### src/rtl/button_event_gen.sv
// Per-button event generator: turns a debounced level into press/release/long-press/repeat pulses.
// Define BUTTON_EVENT_REPEAT_EN to build the auto-repeat counter in HOLD; otherwise repeat_pulse stays 0.
//
// state | meaning
// IDLE  | button released, waiting for sw_in high
// PRESS | pressed, counting towards long_cycles
// HOLD  | long press reached, waiting for release (and repeating if enabled)
module button_event_gen #(
    parameter int               width         = 16,
    parameter logic [width-1:0] long_cycles   = 16'd50000,
    parameter logic [width-1:0] repeat_cycles = 16'd12500
) (
    input  logic       clk,
    input  logic       reset,
    input  logic       sw_in,
    output logic       press,
    output logic       release_pulse,
    output logic       long_press,
    output logic       repeat_pulse,
    output logic       held,
    output logic [7:0] press_count
);

    typedef enum logic [1:0] {
        IDLE  = 2'd0,
        PRESS = 2'd1,
        HOLD  = 2'd2
    } state_t;

    localparam logic [width-1:0] long_last = long_cycles - 1'b1;

    // Thresholds below 2 would make the terminal compare fire on the first counted edge.
    if (long_cycles < 2) begin : g_long_chk
        $error("button_event_gen: long_cycles must be >= 2");
    end
    if (repeat_cycles < 2) begin : g_rep_chk
        $error("button_event_gen: repeat_cycles must be >= 2");
    end

    state_t           state;
    logic [width-1:0] cnt;

`ifdef BUTTON_EVENT_REPEAT_EN
    localparam logic [width-1:0] repeat_last = repeat_cycles - 1'b1;
`endif

    always_ff @(posedge clk or posedge reset) begin
        if (reset) begin
            state         <= IDLE;
            cnt           <= '0;
            press         <= 1'b0;
            release_pulse <= 1'b0;
            long_press    <= 1'b0;
            held          <= 1'b0;
            press_count   <= 8'd0;
`ifdef BUTTON_EVENT_REPEAT_EN
            repeat_pulse  <= 1'b0;
`endif
        end else begin
            press         <= 1'b0;
            release_pulse <= 1'b0;
            long_press    <= 1'b0;
`ifdef BUTTON_EVENT_REPEAT_EN
            repeat_pulse  <= 1'b0;
`endif
            case (state)
                IDLE: begin
                    if (sw_in) begin
                        state       <= PRESS;
                        cnt         <= '0;
                        press       <= 1'b1;
                        held        <= 1'b1;
                        press_count <= press_count + 8'd1;
                    end
                end
                PRESS: begin
                    // Release wins over a same-edge threshold hit.
                    if (!sw_in) begin
                        state         <= IDLE;
                        cnt           <= '0;
                        release_pulse <= 1'b1;
                        held          <= 1'b0;
                    end else if (cnt == long_last) begin
                        state      <= HOLD;
                        cnt        <= '0;
                        long_press <= 1'b1;
                    end else begin
                        cnt <= cnt + 1'b1;
                    end
                end
                HOLD: begin
                    if (!sw_in) begin
                        state         <= IDLE;
                        cnt           <= '0;
                        release_pulse <= 1'b1;
                        held          <= 1'b0;
                    end
`ifdef BUTTON_EVENT_REPEAT_EN
                    else if (cnt == repeat_last) begin
                        cnt          <= '0;
                        repeat_pulse <= 1'b1;
                    end else begin
                        cnt <= cnt + 1'b1;
                    end
`endif
                end
                default: begin
                    state <= IDLE;
                    cnt   <= '0;
                    held  <= 1'b0;
                end
            endcase
        end
    end

`ifndef BUTTON_EVENT_REPEAT_EN
    assign repeat_pulse = 1'b0;
`endif

endmodule

### config.mk
export PLATFORM = sky130hd
export DESIGN_NAME = button_event_gen
export DESIGN_NICKNAME = d
export VERILOG_FILES = /design/src/rtl/button_event_gen.sv
export SDC_FILE = /design/constraint.sdc
export NUM_CORES = 1
export LEC_CHECK = 0
export ABC_AREA = 0
export BUFFER_PORTS_ARGS = -buffer_cell sky130_fd_sc_hd__buf_2
export CAP_MARGIN = 20
export CORE_ASPECT_RATIO = 0.6
export CORE_MARGIN = 2
export CORE_UTILIZATION = 28
export CTS_CLUSTER_SIZE = 30
export DETAILED_ROUTE_END_ITERATION = 7
export PLACE_DENSITY_LB_ADDON = 0.12
export REMOVE_ABC_BUFFERS = 1
export SYNTH_ARGS = -nofsm -noshare
export SYNTH_HDL_FRONTEND = slang
export SYNTH_SLANG_ARGS = --single-unit
### constraint.sdc
create_clock -name clk -period 2.55 [get_ports clk]
set_input_delay 0.255 -clock clk [delete_from_list [all_inputs] [get_ports clk]]
set_output_delay 0.255 -clock clk [all_outputs]
set_load 0.1 [all_outputs]
==> qor.yml, run 1 <==
status: "finished clean"
cts_tree: "yes"
worstPathBufferInverterCount: 0
initial_antenna_violation_count: 0
skew_pair_late_insertion_delay_ns: 0.28
fp.dieW_um: 99.13
p_clk_share_pct: 21.1
num_rows: 20
combPwrFrac_pct: 44.6
switching_share_pct: 48.72
finalHoldViolations: 0
finClkSkew_ns: 0.007936
yosys_warnings: 0
placed_cells: 225
layout-drive-gt1-share_pct: 20.24
synth.avg_cell_area_um2: 10.34
ys_ff_latch: 30
synth.lib_cells_used.distinct: 32
core_outline_area_um2: 5155
htreeDepth: 2
busiest_layer: "met1"
max_stage_delay_ns: 0.58
grt_use_met3_pct: 3.632
peakVddDrop_mv: 0.5851
nets: 175
endpoint_kind: "flip-flop"
setup.worst_path.class: "reg -> reg"
hp-start: "sw_in"
dpl.hpwl_mm: 2.302
seqPwrFrac_pct: 34.3
antenna-diode-count: 0
rsz0062_at_grt: "false"
finalSetupViolations: 0
multiInputGateArea_um2: 720.7
finalWirelength_mm: 3.113
post_synthesis_instance_total: 147
antenna_left: 0
drt_iter0_drc: 55
grt_pass1_vias: 1152
mappedNetlistArea_um2: 1520
required_ns: 2.72
critical_path.max_fanout: 6
floorplan.initialDensity_pct: 29.49
p_switching_mw: 0.9101
internal_power_mw: 0.9579
place.gp.congestion: 0.8489
setup_slack_ns: 0.3613
clk_transition_reported_paths_ns: 0.07
dpl_worst_slack_ns: 0.3665
io-pin-count: 16
post_dp_cell_area_um2: 1673
remaining_routing_drc_violations: 0
synth_largest_area_cell: "sky130_fd_sc_hd__dfrtp_1"
synth_top_area_share_pct: 49.38
classification_of_the_worst_slack_hold_path: "in -> reg"
final_area_um2: 1774
post-route-min-period_ns: 2.189
pin_count_of_the_biggest_net_entering_global_routing: 20
max_freq_mhz: 456.9
cts_sinks: 30
avgViaCountPerCell: 4.902
synthTopCellsByArea: "sky130_fd_sc_hd__dfrtp_1, sky130_fd_sc_hd__xnor2_1, sky130_fd_sc_hd__ha_1"
p_leak_nw: 0.7786
r2r_setup_slack_ns: 0.36
use_met1_pct: 17.54
vias: 1147
part_of_the_cycle_the_worst_path_needs_pct: 85.83
reg2reg_launch_point: "cnt[7]"
syn_to_final_growth_pct: 16.71
crit_path_top_delay_cell: "sky130_fd_sc_hd__or4_4"
start_point_of_the_critical_path: "cnt[7]"
slew_viol_final: 0
met2_usage_pct: 16.31
io_buffers: 14
grt_overflow: 0
critical_path.startpoint_type: "flip-flop"
max-clock-path-buffers: 2
drv.max_cap_violation_count: 0
power_per_cell_area_nw_per_um2: 1053
finish.cell_count_without_fillers: 234
cts_made_buffers: 5
yosysSeqAreaShare_pct: 49.38
final.setup.tns_ns: 0
routed_len_inst_um: 13.30
grt_first_pass_wirelength_mm: 5.589
fp.dieArea_um2: 6054
cts-root-buf: "sky130_fd_sc_hd__clkbuf_8"
cp_top_family: "simple AND/OR/NAND/NOR gates"
fin_total_pwr_mw: 1.868
global_route.usage.total_pct: 12.08
chipHeight_um: 61.08
layout.area.seq_um2: 750.7
timing.critical_path.cells: "or4b_1 > or4_4 > a31oi_4 > mux2_4"
crit_arrival_ns: 2.36
drt_first_pass_iters: 4
fillers: 532
## cell usage after synthesis, drive strengths merged
| library cell | instances |
|---|---|
| dfrtp | 30 |
| nand2 | 14 |
| xnor2 | 13 |
| nor2 | 12 |
| nand3 | 8 |
| nand4 | 7 |
| ha | 5 |
| inv | 5 |
| nor3 | 5 |
| a21oi | 4 |
| clkbuf | 4 |
| nor4 | 4 |
| xor2 | 4 |
| and3 | 3 |
| mux2 | 3 |
| o21ai | 3 |
| or4 | 3 |
| a21bo | 2 |
| a31o | 2 |
| and2 | 2 |
| and4 | 2 |
| buf | 2 |
| nand3b | 2 |
| nor2b | 2 |
| a31oi | 1 |
| conb | 1 |
| mux2i | 1 |
| nor4b | 1 |
| o2111a | 1 |
| or4b | 1 |
## per-layer routing
layer | vias up | routed length [um]
li1 | 551 | -
met1 | 566 | 1699
met2 | 26 | 1221
met3 | 4 | 147
met4 | 0 | 44
met5 | - | 0
## cells in the final DEF (no fill, tap or decap), types with 2 or more instances in the layout
cell,count
sky130_fd_sc_hd__nor2b_1,2
sky130_fd_sc_hd__nor3_1,5
sky130_fd_sc_hd__buf_4,4
sky130_fd_sc_hd__dfrtp_1,30
sky130_fd_sc_hd__and2_1,2
sky130_fd_sc_hd__ha_1,5
sky130_fd_sc_hd__nand3b_1,2
sky130_fd_sc_hd__xnor2_1,13
sky130_fd_sc_hd__and4_1,2
sky130_fd_sc_hd__o21ai_0,3
sky130_fd_sc_hd__mux2_2,2
sky130_fd_sc_hd__or4_1,2
sky130_fd_sc_hd__a31o_2,2
sky130_fd_sc_hd__and3_1,3
sky130_fd_sc_hd__inv_1,5
sky130_fd_sc_hd__clkbuf_8,6
sky130_fd_sc_hd__nor2_1,12
sky130_fd_sc_hd__nor4_1,4
sky130_fd_sc_hd__nand4_1,7
sky130_fd_sc_hd__a21bo_2,2
sky130_fd_sc_hd__nand3_1,8
sky130_fd_sc_hd__xor2_1,4
sky130_fd_sc_hd__a21oi_1,4
sky130_fd_sc_hd__nand2_1,14
sky130_fd_sc_hd__buf_2,14
## state kept, by name, indices dropped and copies added (netlist names)
signal,count
press_count,8
release_pulse,1
state,2
cnt,16
press,1
held,1
long_press,1
## power by group through the flow
stage / Combinational (mW) / Sequential [mW] / Clock, mW
5_1_grt: 0.877 / 0.660 / 0.436
3_3_place_gp: 0.835 / 0.646 / 0
4_1_cts: 0.841 / 0.643 / 0.409
6_report: 0.832 / 0.642 / 0.394
2_1_floorplan: 0.236 / 1.08 / 0
3_5_place_dp: 0.841 / 0.648 / 0
## worst paths after layout
kind / depth (start not counted) / to
max in group asynchronous: 4 / cnt[9]
max: 4 / state[0]
max reg2reg: 4 / state[0]
min in group asynchronous: 3 / state[0]
min reg2reg: 1 / press_count[7]
min: 2 / release_pulse
## cells by family after synthesis
group | count (synthesis) | share of synthesized area (%)
simple gates | 66 | 23.21
flops | 30 | 49.38
xor+xnor | 17 | 9.794
compound gates | 13 | 6.914
buf+inv | 11 | 3.209
fa+ha+maj | 5 | 4.115
mux | 4 | 3.127
other cells | 1 | 0.2467
## layout make-up
class / count / area share (%)
clock inverters: 1 / 0.2821
repair buffers: 19 / 6.206
clock buffers: 7 / 4.866
inverters: 5 / 1.058
multi-input cells: 106 / 40.62
well taps: 66 / 4.654
flip-flops and latches: 30 / 42.31
## what timing repair did
action | in CTS | in global routing
hold buffers | 1 | 0
resized for setup | 0 | 0
hold endpoints to repair | 11 | 0
buffers inserted | 0 | 0
## stage by stage
step                util [%]  hold WS, ns
floorplan                  -       0.3206
global placement       32.45       0.2878
detailed placement     32.45       0.2889
CTS                    34.42       0.2708
global route           34.42       0.2882
finish                 34.42       0.2784
## worst register-to-register path: stages (launching register included)
cell	delay [ns]
sky130_fd_sc_hd__dfrtp_1	0.45
sky130_fd_sc_hd__or4b_1	0.52
sky130_fd_sc_hd__or4_4	0.58
sky130_fd_sc_hd__a31oi_4	0.24
sky130_fd_sc_hd__mux2_4	0.31
Note: power is estimated with default switching activity, not from simulation.
==> run 2: changes to the inputs <==
==> constraint.sdc (replaced) <==
create_clock -name clk -period 2.4 [get_ports clk]
set_input_delay 0.24 -clock clk [delete_from_list [all_inputs] [get_ports clk]]
set_output_delay 0.24 -clock clk [all_outputs]
set_load 0.1 [all_outputs]
==> qor.yml, run 2 (synthesized netlist as in run 1, its figures left out) <==
floorplan.initialDensity_pct: 29.49  # unchanged
grt_overflow: 0  # unchanged
clk_transition_reported_paths_ns: 0.07  # about the same
place.gp.congestion: 0.8272  # -2.6%
slew_viol_final: 0  # unchanged
endpoint_kind: "flip-flop"
pin_count_of_the_biggest_net_entering_global_routing: 20  # unchanged
leading_cell_type_in_the_layout_fill_and_taps_excluded: "sky130_fd_sc_hd__dfrtp_1"
vias: 1144  # -0.26%
cp_top_family: "simple AND/OR/NAND/NOR gates"
grt_first_pass_wirelength_mm: 5.651  # +1.1%
finalSetupViolations: 0  # unchanged
worst_pin_slew_ns: 0.4901
part_of_the_cycle_the_worst_path_needs_pct: 91.03  # +5.2 points
layout-drive-gt1-share_pct: 20.36  # +0.12 points
fin_total_pwr_mw: 1.982  # +6.1%
routed_len_inst_um: 13.33  # +0.20%
remaining_routing_drc_violations: 0  # unchanged
io-pin-count: 16  # unchanged
cts_tree: "yes"
drt_iter0_drc: 106  # +93%
critical_path.startpoint_type: "flip-flop"
initial_antenna_violation_count: 0  # unchanged
critical_path.max_fanout: 5  # -1
antenna_left: 0  # unchanged
timing.critical_path.cells: "or4b_1 > or4_4 > a31oi_4 > mux2_4"
htreeDepth: 2  # unchanged
final.setup.tns_ns: 0  # unchanged
peakVddDrop_mv: 0.6510  # +11%
global_route.usage.total_pct: 12.28  # +0.20 points
core_outline_area_um2: 5155  # unchanged
syn_to_final_growth_pct: 16.46
cts_sinks: 30  # unchanged
skew_pair_late_insertion_delay_ns: 0.28  # about the same
finalWirelength_mm: 3.106  # -0.22%
highest_count_cells_in_the_layout_ignoring_fill_and_taps: "sky130_fd_sc_hd__dfrtp_1, sky130_fd_sc_hd__nand2_1, sky130_fd_sc_hd__buf_2"
fillers: 523  # -1.7%
max-clock-path-buffers: 2  # unchanged
max_slew_margin_pct: 66.39
finalHoldViolations: 0  # unchanged
status: "finished clean"
setup.worst_path.class: "reg -> reg"
post_cts_setup_buffers: 0  # unchanged
fp.dieW_um: 99.13  # unchanged
max_freq_mhz: 457.7  # +0.19%
required_ns: 2.57  # -0.15 ns
setup_slack_ns: 0.2153  # -0.1460 ns
dpl_worst_slack_ns: 0.2290  # -0.1375 ns
p_leak_nw: 0.7728  # -0.74%
grt_pass1_vias: 1133  # -1.6%
post_dp_cell_area_um2: 1665  # -0.45%
cts-root-buf: "sky130_fd_sc_hd__clkbuf_8"
antenna-diode-count: 0  # unchanged
num_rows: 20  # unchanged
chipHeight_um: 61.08  # unchanged
cts_made_buffers: 5  # unchanged
rsz0062_at_grt: "false"
avgViaCountPerCell: 4.910  # +0.17%
crit_arrival_ns: 2.35  # about the same
classification_of_the_worst_slack_hold_path: "in -> reg"
fin_hold_ws_ns: 0.2548  # -0.02361 ns
fp.dieArea_um2: 6054  # unchanged
drv.max_cap_violation_count: 0  # unchanged
top_regs: "cnt (16), press_count (8), state (2)"
io_buffers: 14  # unchanged
finClkSkew_ns: 0.005482  # -0.002453 ns
largest_register: "cnt"
max_stage_delay_ns: 0.58  # about the same
worstPathBufferInverterCount: 0  # unchanged
post-route-min-period_ns: 2.185  # -0.004050 ns
dpl.hpwl_mm: 2.297  # -0.23%
flip_flop_count_of_the_largest_register_all_copies_and_words_added: 16  # unchanged
drt_first_pass_iters: 4  # unchanged
crit_path_top_delay_cell: "sky130_fd_sc_hd__or4_4"
power_per_cell_area_nw_per_um2: 1120  # +6.4%
nets: 174  # -0.57%
final_area_um2: 1770  # -0.21%
## run 2: cell types whose count changed in the layout (fill, tap and decap cells not counted), sizes merged
cell / change
clkbuf: -1
buf: -1
clkinvlp: +1
## run 2: per-layer routing
layer  up-vias  GRT usage (%)  wire length [um]
met5         -              0                 0
met1       553          17.47              1608
met3         7          3.973               213
met4         0          5.871                68
li1        552              -                 -
met2        32          16.99              1216
## run 2: path summary, 6_finish.rpt
path | startpoint | to | slack [ns] | cells after the start
min | sw_in | release_pulse | 0.25 | 2
min in group asynchronous | reset | press | 0.50 | 3
max | cnt[5] | state[0] | 0.22 | 4
min reg2reg | press_count[7] | press_count[7] | 0.48 | 1
max reg2reg | cnt[5] | state[0] | 0.22 | 4
max in group asynchronous | reset | cnt[14] | 1.27 | 4
## run 2: worst reg2reg max path, cell delays in order (launching register included)
cell and delay [ns]:
sky130_fd_sc_hd__dfrtp_1 0.43, sky130_fd_sc_hd__or4b_1 0.53, sky130_fd_sc_hd__or4_4 0.58, sky130_fd_sc_hd__a31oi_4 0.22
sky130_fd_sc_hd__mux2_4 0.31
## run 2: per-stage QoR
step / std cells / util, %
after CTS: 233 / 34.34
after global placement: 224 / 32.31
after global routing: 233 / 34.34
after detailed placement: 224 / 32.31
final: 233 / 34.34
after floorplan: 141 / -
## run 2: final cells by class
class | count | area (um2) | area share (%)
Sequential cell | 30 | 750.7 | 42.40
Multi-Input combinational cell | 106 | 720.7 | 40.71
Timing Repair Buffer | 18 | 102.6 | 5.795
Clock buffer | 6 | 82.58 | 4.664
Tap cell | 66 | 82.58 | 4.664
Inverter | 5 | 18.77 | 1.060
Clock inverter | 2 | 12.51 | 0.7067
## run 2: repair_timing
item	CTS	global route
hold buffers	1	0
endpoints found under the hold margin	11	0
resized for setup	0	0
## run 2: power by group
part | internal (mW) | switching (mW) | leakage [nW] | total (mW)
Clock | 0.230 | 0.192 | 0.0472 | 0.422
Combinational | 0.181 | 0.698 | 0.323 | 0.879
Sequential | 0.598 | 0.0847 | 0.403 | 0.682
Total | 1.01 | 0.974 | 0.773 | 1.98
==> run 3: changes to the inputs <==
--- a/config.mk
+++ b/config.mk
@@ -14,6 +14,7 @@
 export CTS_CLUSTER_SIZE = 30
 export DETAILED_ROUTE_END_ITERATION = 7
 export PLACE_DENSITY_LB_ADDON = 0.12
+export RECOVER_POWER = 25
 export REMOVE_ABC_BUFFERS = 1
 export SYNTH_ARGS = -nofsm -noshare
 export SYNTH_HDL_FRONTEND = slang
==> qor.yml, run 3 (synthesized netlist as in run 1, its figures left out) <==
combPwrFrac_pct: 44.2  # about the same
dpl.hpwl_mm: 2.297  # unchanged
io_buffers: 14  # unchanged
nets: 174  # unchanged
reg2reg_launch_point: "cnt[5]"
status: "finished clean"
num_rows: 20  # unchanged
initial_antenna_violation_count: 0  # unchanged
critical_path.startpoint_type: "flip-flop"
routed_len_inst_um: 13.26  # -0.52%
timing.critical_path.cells: "or4b_1 > or4_4 > a31oi_4 > mux2_4"
finalWirelength_mm: 3.090  # -0.52%
skew_pair_late_insertion_delay_ns: 0.28  # about the same
max-clock-path-buffers: 2  # unchanged
antenna-diode-count: 0  # unchanged
drt_first_pass_iters: 4  # unchanged
part_of_the_cycle_the_worst_path_needs_pct: 90.97  # about the same
endpoint_kind: "flip-flop"
final.setup.tns_ns: 0  # unchanged
io-pin-count: 16  # unchanged
top_regs: "cnt (16), press_count (8), state (2)"
hp-start: "sw_in"
setup.worst_path.class: "reg -> reg"
vias: 1144  # unchanged
classification_of_the_worst_slack_hold_path: "in -> reg"
place.gp.congestion: 0.8272  # unchanged
setup_slack_ns: 0.2167  # +0.001381 ns
post-route-min-period_ns: 2.183  # -0.001381 ns
cts-root-buf: "sky130_fd_sc_hd__clkbuf_8"
antenna_left: 0  # unchanged
pin_count_of_the_biggest_net_entering_global_routing: 20  # unchanged
grt_first_pass_wirelength_mm: 5.651  # unchanged
htreeDepth: 2  # unchanged
finalHoldViolations: 0  # unchanged
leading_cell_type_in_the_layout_fill_and_taps_excluded: "sky130_fd_sc_hd__dfrtp_1"
power_per_cell_area_nw_per_um2: 1123  # +0.25%
crit_path_top_delay_cell: "sky130_fd_sc_hd__or4_4"
chipHeight_um: 61.08  # unchanged
core_outline_area_um2: 5155  # unchanged
rsz0062_at_grt: "false"
placed_cells: 224  # unchanged
clk_transition_reported_paths_ns: 0.07  # about the same
critical_path.max_fanout: 5  # unchanged
peakVddDrop_mv: 0.6512  # about the same
cts_tree: "yes"
largest_register: "cnt"
p_clk_share_pct: 21.4  # about the same
worstHoldEndpoint: "release_pulse"
cts_made_buffers: 5  # unchanged
required_ns: 2.57  # about the same
layout-drive-gt1-share_pct: 19.76  # -0.60 points
r2r_setup_slack_ns: 0.22  # about the same
max_stage_delay_ns: 0.58  # about the same
global_route.usage.total_pct: 12.28  # unchanged
grt_pass1_vias: 1133  # unchanged
floorplan.initialDensity_pct: 29.49  # unchanged
post_cts_setup_buffers: 0  # unchanged
drv.max_cap_violation_count: 0  # unchanged
p_switching_mw: 0.9759  # +0.20%
seqPwrFrac_pct: 34.4  # about the same
max_freq_mhz: 458.0  # about the same
drt_iter0_drc: 75  # -29%
worst_hold_path.num_cells: 2  # unchanged
remaining_routing_drc_violations: 0  # unchanged
avgViaCountPerCell: 4.910  # unchanged
finalSetupViolations: 0  # unchanged
start_point_of_the_critical_path: "cnt[5]"
grt_overflow: 0  # unchanged
switching_share_pct: 49.21  # +0.078 points
crit_arrival_ns: 2.35  # about the same
p_leak_nw: 0.7684  # -0.57%
internal_power_mw: 1.007  # -0.12%
flip_flop_count_of_the_largest_register_all_copies_and_words_added: 16  # unchanged
fp.dieArea_um2: 6054  # unchanged
r2r_end: "state[0]"
finish.cell_count_without_fillers: 233  # unchanged
finClkSkew_ns: 0.006959  # +0.001476 ns
cts_sinks: 30  # unchanged
slew_viol_final: 0  # unchanged
dpl_worst_slack_ns: 0.2290  # unchanged
max_slew_margin_pct: 32.63  # -34 points
reg2reg_depth: 4  # unchanged
syn_to_final_growth_pct: 16.21
fp.dieW_um: 99.13  # unchanged
worst_pin_slew_ns: 1.010  # +0.5204 ns
highest_count_cells_in_the_layout_ignoring_fill_and_taps: "sky130_fd_sc_hd__dfrtp_1, sky130_fd_sc_hd__nand2_1, sky130_fd_sc_hd__buf_2"
run 3: cell types whose count changed in the layout (fill, tap and decap cells not counted), sizes merged:
cell | previous run | this run
clkbuf | 6 | 7
buf | 17 | 16
run 3: final cells by class:
type                            instances  area [um2]
Tap cell                               66       82.58
Clock buffer                            6       82.58
Sequential cell                        30       750.7
Multi-Input combinational cell        106       720.7
Fill cell                             524        3388
Timing Repair Buffer                   18       98.84
Clock inverter                          2       12.51
Inverter                                5       18.77
run 3: through the flow:
stage / cell area (um2) / power [mW] / hold WS [ns] / util, %
4_1_cts: 1770 / 2.011 / 0.2421 / 34.34
2_1_floorplan: 1490 / 1.402 / 0.3056 / -
3_5_place_dp: 1665 / 1.575 / 0.2878 / 32.31
6_report: 1767 / 1.983 / 0.2523 / 34.27
3_3_place_gp: 1665 / 1.561 / 0.2663 / 32.31
5_1_grt: 1767 / 2.101 / 0.2576 / 34.27
run 3: worst max path at each step:
stage                    end  slack, ns
floorplan           state[0]       0.12
global placement      cnt[6]       0.25
detailed placement   cnt[10]       0.23
CTS                  cnt[10]       0.21
global route         cnt[10]       0.13
finish              state[0]       0.22
run 3: power by group through the flow:
stage               registers (mW)  clock network [mW]  logic [mW]
finish                       0.682               0.424       0.877
global route                 0.700               0.471       0.930
CTS                          0.683               0.442       0.886
detailed placement           0.690                   0       0.885
global placement             0.687                   0       0.875
floorplan                     1.15                   0       0.251
run 3: repair_timing:
action	CTS	global route
resized for setup	0	0
hold buffers	1	0
hold endpoints to repair	11	0
run 3: layer usage:
metal,wire [um],part of all wire [%],global-route usage (%),vias up
li1,-,-,-,551
met1,1595,52,17.47,554
met2,1213,39,16.99,32
met3,213,6.9,3.973,7
met4,68,2.2,5.871,0
met5,0,0,0,-
run 3: critical path: cells and delay by family (launching register included):
| family | cells | cell delay (ns) |
|---|---|---|
| AO/OA/AOI/OAI | 1 | 0.22 |
| flip-flops | 1 | 0.43 |
| multiplexers | 1 | 0.31 |
| AND/OR/NAND/NOR | 2 | 1.11 |
